==> config.mk <==
export PLATFORM = sky130hd
export DESIGN_NAME = scan_cfg_loader
export DESIGN_NICKNAME = d
export VERILOG_FILES = /design/src/rtl/cfg_pkg.sv /design/src/rtl/scan_word_deser.sv /design/src/rtl/scan_cfg_loader.sv
export SDC_FILE = /design/constraint.sdc
export NUM_CORES = 1
export LEC_CHECK = 0
export ABC_CLOCK_PERIOD_IN_PS = 4950
export BUFFER_PORTS_ARGS = -buffer_cell sky130_fd_sc_hd__buf_2
export CORE_MARGIN = 2
export CORE_UTILIZATION = 61
export DETAILED_ROUTE_END_ITERATION = 16
export GPL_TIMING_DRIVEN = 0
export HOLD_SLACK_MARGIN = 0.05
export PLACE_DENSITY = 0.84
export SYNTH_ARGS = -nofsm -noshare
export SYNTH_HDL_FRONTEND = slang
export SYNTH_SLANG_ARGS = --single-unit
==> constraint.sdc <==
create_clock -name clk -period 4.95 [get_ports clk]
set_input_delay 0 -clock clk [delete_from_list [all_inputs] [get_ports clk]]
set_output_delay 0 -clock clk [all_outputs]
set_load 0.01 [all_outputs]
==> src/rtl/cfg_pkg.sv <==
// Shared definitions for the configuration scan-chain loader: state encoding
// and a constant-evaluable ceil(log2) helper used to size counters.
package cfg_pkg;

  typedef enum logic [1:0] {
    ST_IDLE      = 2'd0,
    ST_WAIT_WORD = 2'd1,
    ST_SHIFT     = 2'd2,
    ST_DONE      = 2'd3
  } state_e;

  // ceil(log2(n)); clog2(CHAIN_LEN+1) gives a counter width with 2**w > CHAIN_LEN
  function automatic int clog2(input int n);
    int r;
    r = 0;
    while ((32'sd1 << r) < n) r++;
    return r;
  endfunction

endpackage

==> src/rtl/scan_word_deser.sv <==
// Readback capture: packs bits arriving from the chain tail into words, first
// captured bit in bit 0, and pulses rd_valid_o per full word or final flush.
module scan_word_deser
  import cfg_pkg::*;
#(
  parameter int WORD_WIDTH = 8
) (
  input  logic                  clk,
  input  logic                  rst_n,
  input  logic                  clear_i,
  input  logic                  shift_i,
  input  logic                  flush_i,
  input  logic                  scan_out_i,
  output logic [WORD_WIDTH-1:0] rd_data_o,
  output logic                  rd_valid_o
);

  localparam int IDX_W = (WORD_WIDTH > 1) ? clog2(WORD_WIDTH) : 1;

  logic [WORD_WIDTH-1:0] rx_q, rx_d;
  logic [WORD_WIDTH-1:0] rd_data_q, rd_data_d;
  logic [WORD_WIDTH-1:0] merged;
  logic [IDX_W-1:0]      idx_q, idx_d;
  logic                  rd_valid_q, rd_valid_d;

  always_comb begin
    rx_d          = rx_q;
    idx_d         = idx_q;
    rd_data_d     = rd_data_q;
    rd_valid_d    = 1'b0;
    merged        = rx_q;
    merged[idx_q] = scan_out_i;
    if (clear_i) begin
      rx_d  = '0;
      idx_d = '0;
    end else if (shift_i) begin
      // A flush emits whatever has been gathered; unused MSBs are still zero
      if (flush_i || (idx_q == IDX_W'(WORD_WIDTH - 1))) begin
        rd_data_d  = merged;
        rd_valid_d = 1'b1;
        rx_d       = '0;
        idx_d      = '0;
      end else begin
        rx_d  = merged;
        idx_d = idx_q + IDX_W'(1);
      end
    end
  end

  always_ff @(posedge clk or negedge rst_n) begin
    if (!rst_n) begin
      rx_q       <= '0;
      idx_q      <= '0;
      rd_data_q  <= '0;
      rd_valid_q <= 1'b0;
    end else begin
      rx_q       <= rx_d;
      idx_q      <= idx_d;
      rd_data_q  <= rd_data_d;
      rd_valid_q <= rd_valid_d;
    end
  end

  assign rd_data_o  = rd_data_q;
  assign rd_valid_o = rd_valid_q;

endmodule

==> src/rtl/scan_cfg_loader.sv <==
// Writer end of the configuration scan chain: serializes CHAIN_LEN bits of a
// word stream into scan_in/scan_en and returns the displaced chain contents.
//
// Stream handshake: a word transfers on a rising edge where in_valid and
// in_ready are both high; in_ready never depends on in_valid, and in_data
// must stay stable while in_valid is high and in_ready is low.
module scan_cfg_loader
  import cfg_pkg::*;
#(
  parameter int WORD_WIDTH = 8,
  parameter int CHAIN_LEN  = 29,
  parameter int CNT_WIDTH  = clog2(CHAIN_LEN + 1)
) (
  input  logic                  clk,
  input  logic                  rst_n,
  input  logic                  start,
  input  logic                  abort,
  input  logic [WORD_WIDTH-1:0] in_data,
  input  logic                  in_valid,
  output logic                  in_ready,
  output logic                  scan_in,
  output logic                  scan_en,
  input  logic                  scan_out,
  output logic [WORD_WIDTH-1:0] rd_data,
  output logic                  rd_valid,
  output logic                  busy,
  output logic                  done,
  output logic [1:0]            dbg_state_o
);

  localparam int IDX_W = (WORD_WIDTH > 1) ? clog2(WORD_WIDTH) : 1;

  state_e                state_q, state_d;
  logic [WORD_WIDTH-1:0] tx_q, tx_d;
  logic [IDX_W-1:0]      bit_idx_q, bit_idx_d;
  logic [CNT_WIDTH-1:0]  chain_cnt_q, chain_cnt_d;
  logic                  scan_en_q, scan_in_q;
  logic                  in_ready_c, shift_c, flush_c, clear_c;
  logic                  last_word_bit, last_chain_bit;

  assign last_word_bit  = (bit_idx_q == IDX_W'(WORD_WIDTH - 1));
  assign last_chain_bit = (chain_cnt_q == CNT_WIDTH'(CHAIN_LEN - 1));

  always_comb begin
    state_d     = state_q;
    tx_d        = tx_q;
    bit_idx_d   = bit_idx_q;
    chain_cnt_d = chain_cnt_q;
    in_ready_c  = 1'b0;
    shift_c     = 1'b0;
    flush_c     = 1'b0;
    clear_c     = 1'b0;
    if (abort) begin
      state_d     = ST_IDLE;
      tx_d        = '0;
      bit_idx_d   = '0;
      chain_cnt_d = '0;
      clear_c     = 1'b1;
    end else begin
      unique case (state_q)
        ST_IDLE: begin
          if (start) begin
            state_d     = ST_WAIT_WORD;
            bit_idx_d   = '0;
            chain_cnt_d = '0;
            clear_c     = 1'b1;
          end
        end
        ST_WAIT_WORD: begin
          in_ready_c = 1'b1;
          if (in_valid) begin
            tx_d      = in_data;
            bit_idx_d = '0;
            state_d   = ST_SHIFT;
          end
        end
        ST_SHIFT: begin
          shift_c     = 1'b1;
          tx_d        = tx_q >> 1;
          bit_idx_d   = bit_idx_q + IDX_W'(1);
          chain_cnt_d = chain_cnt_q + CNT_WIDTH'(1);
          if (last_chain_bit) begin
            // Remaining bits of the current word are dropped here
            flush_c     = 1'b1;
            state_d     = ST_DONE;
            tx_d        = '0;
            bit_idx_d   = '0;
            chain_cnt_d = '0;
          end else if (last_word_bit) begin
            in_ready_c = 1'b1;
            if (in_valid) begin
              tx_d      = in_data;
              bit_idx_d = '0;
            end else begin
              state_d = ST_WAIT_WORD;
            end
          end
        end
        ST_DONE: state_d = ST_IDLE;
        default: state_d = ST_IDLE;
      endcase
    end
  end

  // scan_en/scan_in are registered from the next state so they line up with SHIFT
  always_ff @(posedge clk or negedge rst_n) begin
    if (!rst_n) begin
      state_q     <= ST_IDLE;
      tx_q        <= '0;
      bit_idx_q   <= '0;
      chain_cnt_q <= '0;
      scan_en_q   <= 1'b0;
      scan_in_q   <= 1'b0;
    end else begin
      state_q     <= state_d;
      tx_q        <= tx_d;
      bit_idx_q   <= bit_idx_d;
      chain_cnt_q <= chain_cnt_d;
      scan_en_q   <= (state_d == ST_SHIFT);
      scan_in_q   <= (state_d == ST_SHIFT) ? tx_d[0] : 1'b0;
    end
  end

  scan_word_deser #(
    .WORD_WIDTH(WORD_WIDTH)
  ) u_deser (
    .clk       (clk),
    .rst_n     (rst_n),
    .clear_i   (clear_c),
    .shift_i   (shift_c),
    .flush_i   (flush_c),
    .scan_out_i(scan_out),
    .rd_data_o (rd_data),
    .rd_valid_o(rd_valid)
  );

  assign in_ready    = in_ready_c;
  assign scan_en     = scan_en_q;
  assign scan_in     = scan_in_q;
  assign busy        = (state_q != ST_IDLE);
  assign done        = (state_q == ST_DONE);
  assign dbg_state_o = state_q;

endmodule
==> impl_results.md <==
- Main synth FF type: dfrtp_1
- Ys async rst share: 1.00
- Setup TNS: 0 ns
- Avg Vias per Cell: 5.62
- 1st-iter DRT viols: 109
- Layout cell share with drive strength beyond 1: 0.192
- Final hold vios: 0
- Number of synthesized flops with an enable pin: 0
- FF+latch area: 1000 um2
- # clock sinks: 40
- Unrepaired setup endpoints after global routing: no
- Fmax: ~410 MHz
- Per-cell routed wire length: 14.1 um
- Worst setup margin: 2.52 ns
- CTS tree: done
- Die Area: about 4000 um2
- Fillers: 234
- DRC: 0
- Total congestion overflow: 0
- Crit-path cells: inv_1 -> ha_1 -> buf_2 -> mux2_2 -> nor2_1 -> buf_4 -> a32o_1 -> dlygate4sd3_1
- Largest net degree at the start of global routing: between 40 and 50
- Global Route Usage Sum: 0.241
- Multi-input logic area: roughly 1000 um2
- # hold bufs at CTS: 11
- Synth Area per Inst: between 9 and 10 um2
- IO buf count: 27
- Cell Pwr Density: 226 nW/um2
- Row count: 21
- CP Launch Point: dbg_state_o[0]
- CTS buffer count: 5
- Die Ht: 62.7 um
- Commonest cells after routing, fill and taps aside: dfrtp_1, nand2_1, buf_2
- Worst-Skew Late Latency: around 0.34 ns
- Worst VDD drop: 0.181 mV
- Fin. max-slew vios: 0
- Initial antenna violation count: 0
- Largest stage delay, worst path: 0.54 ns
- Die width: 62.7 um
- Post-CTS Setup Inserts: 0
- Crit path max fanout: 10
- Antenna viol nets, final: 0
- Diode count: 0
- Ys Warns: 0
- Post-synthesis register bit count: 40
- Cell area after placement: 2300 um2
- CP Class: flip-flop to flip-flop
- Via Count: 1,754
- Measured slew at the worst slew-check pin: 0.860 ns
- Layout area overhead: 16.8%
- Cts repair resizes: 0
- Total Nets Final: 290
- Number of max-cap violations: 0
- RR Startpoint: dbg_state_o[0]
- Synthesized Nets: 245
- First-pass GRT wire length: around 7.6 mm
- Placer Congestion: 0.927
- IO Pins: 30
- Design Area, Final: 2460 um2
- Status: finished clean
- Post-synthesis cell count: around 220
- Hold_sp: in_data[0]
- Drt pass-1 iters: 4
- CP max-delay cell: dlygate4sd3_1
- Worst Setup End Kind: flip-flop
- Post-place setup slack: just under 3 ns
- Count of final setup violators: 0
- Relative slew slack: 0.427
- Leading cell type in the layout, fill and taps excluded: dfrtp_1
- Clock-pin slew on the worst setup and hold paths: 0.11 ns
- Crit path time final: between 2 and 2.5 ns
- Initial core utilization: 0.630
- CP Launch Type: flip-flop
- Sequential fraction of the synthesis area: 0.476
- Count of different cell masters after synthesis: 42
- Vias in the first global route: 1,725
- Core Area: 3340 um2
- Hold crit path type: primary input to flip-flop
- DRT Wirelength: 4.39 mm
- Root Buffer: clkbuf_4
- Worst EP required: 5.23 ns
- Crit path DAT: ~2.7 ns
- DPL Wire Length: 2.99 mm
- Clock Path Buffers: 2
- CTS HTree Levels: 2
- Period utilization: 0.491
- Static Leakage: 1.16 nW
- Post-Syn Area: 2100 um2
- Post-Route Skew: approximately 0.0083 ns
-- registers in the layout, indices dropped and copies added, names as in the netlist --
name	count
bit_idx_q	3
chain_cnt_q	5
dbg_state_o	2
scan_en	1
scan_in	1
tx_q	8
u_deser.idx_q	3
u_deser.rd_data_o	8
u_deser.rd_valid_o	1
u_deser.rx_q	8
-- stage by stage --
| step | total power, mW | cells | util | hold WS, ns |
|---|---|---|---|---|
| after floorplan | 0.377 | 221 | - | -0.296 |
| after global placement | 0.399 | 294 | 0.688 | 0.165 |
| after detailed placement | 0.400 | 294 | 0.688 | 0.165 |
| after CTS | 0.559 | 312 | 0.736 | 0.0986 |
| after global routing | 0.582 | 312 | 0.736 | 0.179 |
| final | 0.555 | 312 | 0.736 | 0.128 |
-- per-layer routing --
| metal | vias up | share of wire | routed length (um) | GRT usage |
|---|---|---|---|---|
| li1 | 871 | - | - | - |
| met1 | 833 | 0.46 | 2020 | 0.318 |
| met2 | 45 | 0.49 | 2150 | 0.410 |
| met3 | 5 | 0.039 | 173 | 0.0360 |
| met4 | 0 | 0.011 | 47 | 0.0806 |
| met5 | - | 0 | 0 | 0 |
-- power breakdown --
part | switching, mW | total [mW] | leakage, nW | internal, mW
sequential | 0.00250 | 0.331 | 0.558 | 0.329
clock | 0.102 | 0.154 | 0.0271 | 0.0518
combinational | 0.0410 | 0.0693 | 0.576 | 0.0283
total | 0.146 | 0.555 | 1.16 | 0.409
-- Yosys cell counts (2+ instances only) --
cell type  instances  area, um2
nand2b_1           4       25.0
ha_1              10        125
nand4_1            2       12.5
mux2_2             3       33.8
a221oi_1           6       52.6
nand2_1           35        131
a21oi_1           11       55.1
nor2_1             9       33.8
nor2b_1            2       12.5
mux2i_1            8       80.1
nor3b_1            3       22.5
inv_1             12       45.0
buf_2              5       25.0
clkbuf_1           4       15.0
dfrtp_1           40       1000
nor3_1             4       20.0
o21ai_1            5       25.0
nand3b_1           2       15.0
o21ai_0           25        125
and2_1             2       12.5
nand3_1            8       40.0
-- layout make-up --
class,instances,area share
sequential,40,0.408
clock inverter,2,0.00509
clock buffer,5,0.0153
tap,46,0.0234
buffer,12,0.0255
inverter,12,0.0183
multi-input combinational,157,0.405
timing repair buffer,38,0.0998
-- cell families (layout without fill, tap and decap cells) --
family / Yosys count / in the layout / synth area share
DFF: 40 / 40 / 0.476
and+or+nand+nor: 76 / 76 / 0.177
muxes: 11 / 11 / 0.0541
AOI/OAI and AO/OA: 60 / 60 / 0.183
buffers and inverters: 24 / 69 / 0.0512
adders and majority gates: 10 / 10 / 0.0595
-- worst max-delay path, delay by kind of cell (launching register included) --
kind	cells	cell delay, ns
buf+inv	4	1.06
flops	1	0.48
mux	1	0.28
fa+ha+maj	1	0.22
simple gates	1	0.22
compound gates	1	0.12
-- path summary, 6_finish.rpt --
path | endpoint | slack (ns) | cells past startpoint
min in group asynchronous | dbg_state_o[0] | 0.29 | 2
setup reg to reg | tx_q[7] | 2.52 | 8
hold reg to reg | u_deser.rd_data_o[3] | 0.49 | 2
setup / recovery | tx_q[7] | 2.52 | 8
max in group asynchronous | u_deser.idx_q[0] | 4.11 | 2
hold / removal | tx_q[0] | 0.13 | 5
No activity file was read; power rests on OpenSTA's default activity.
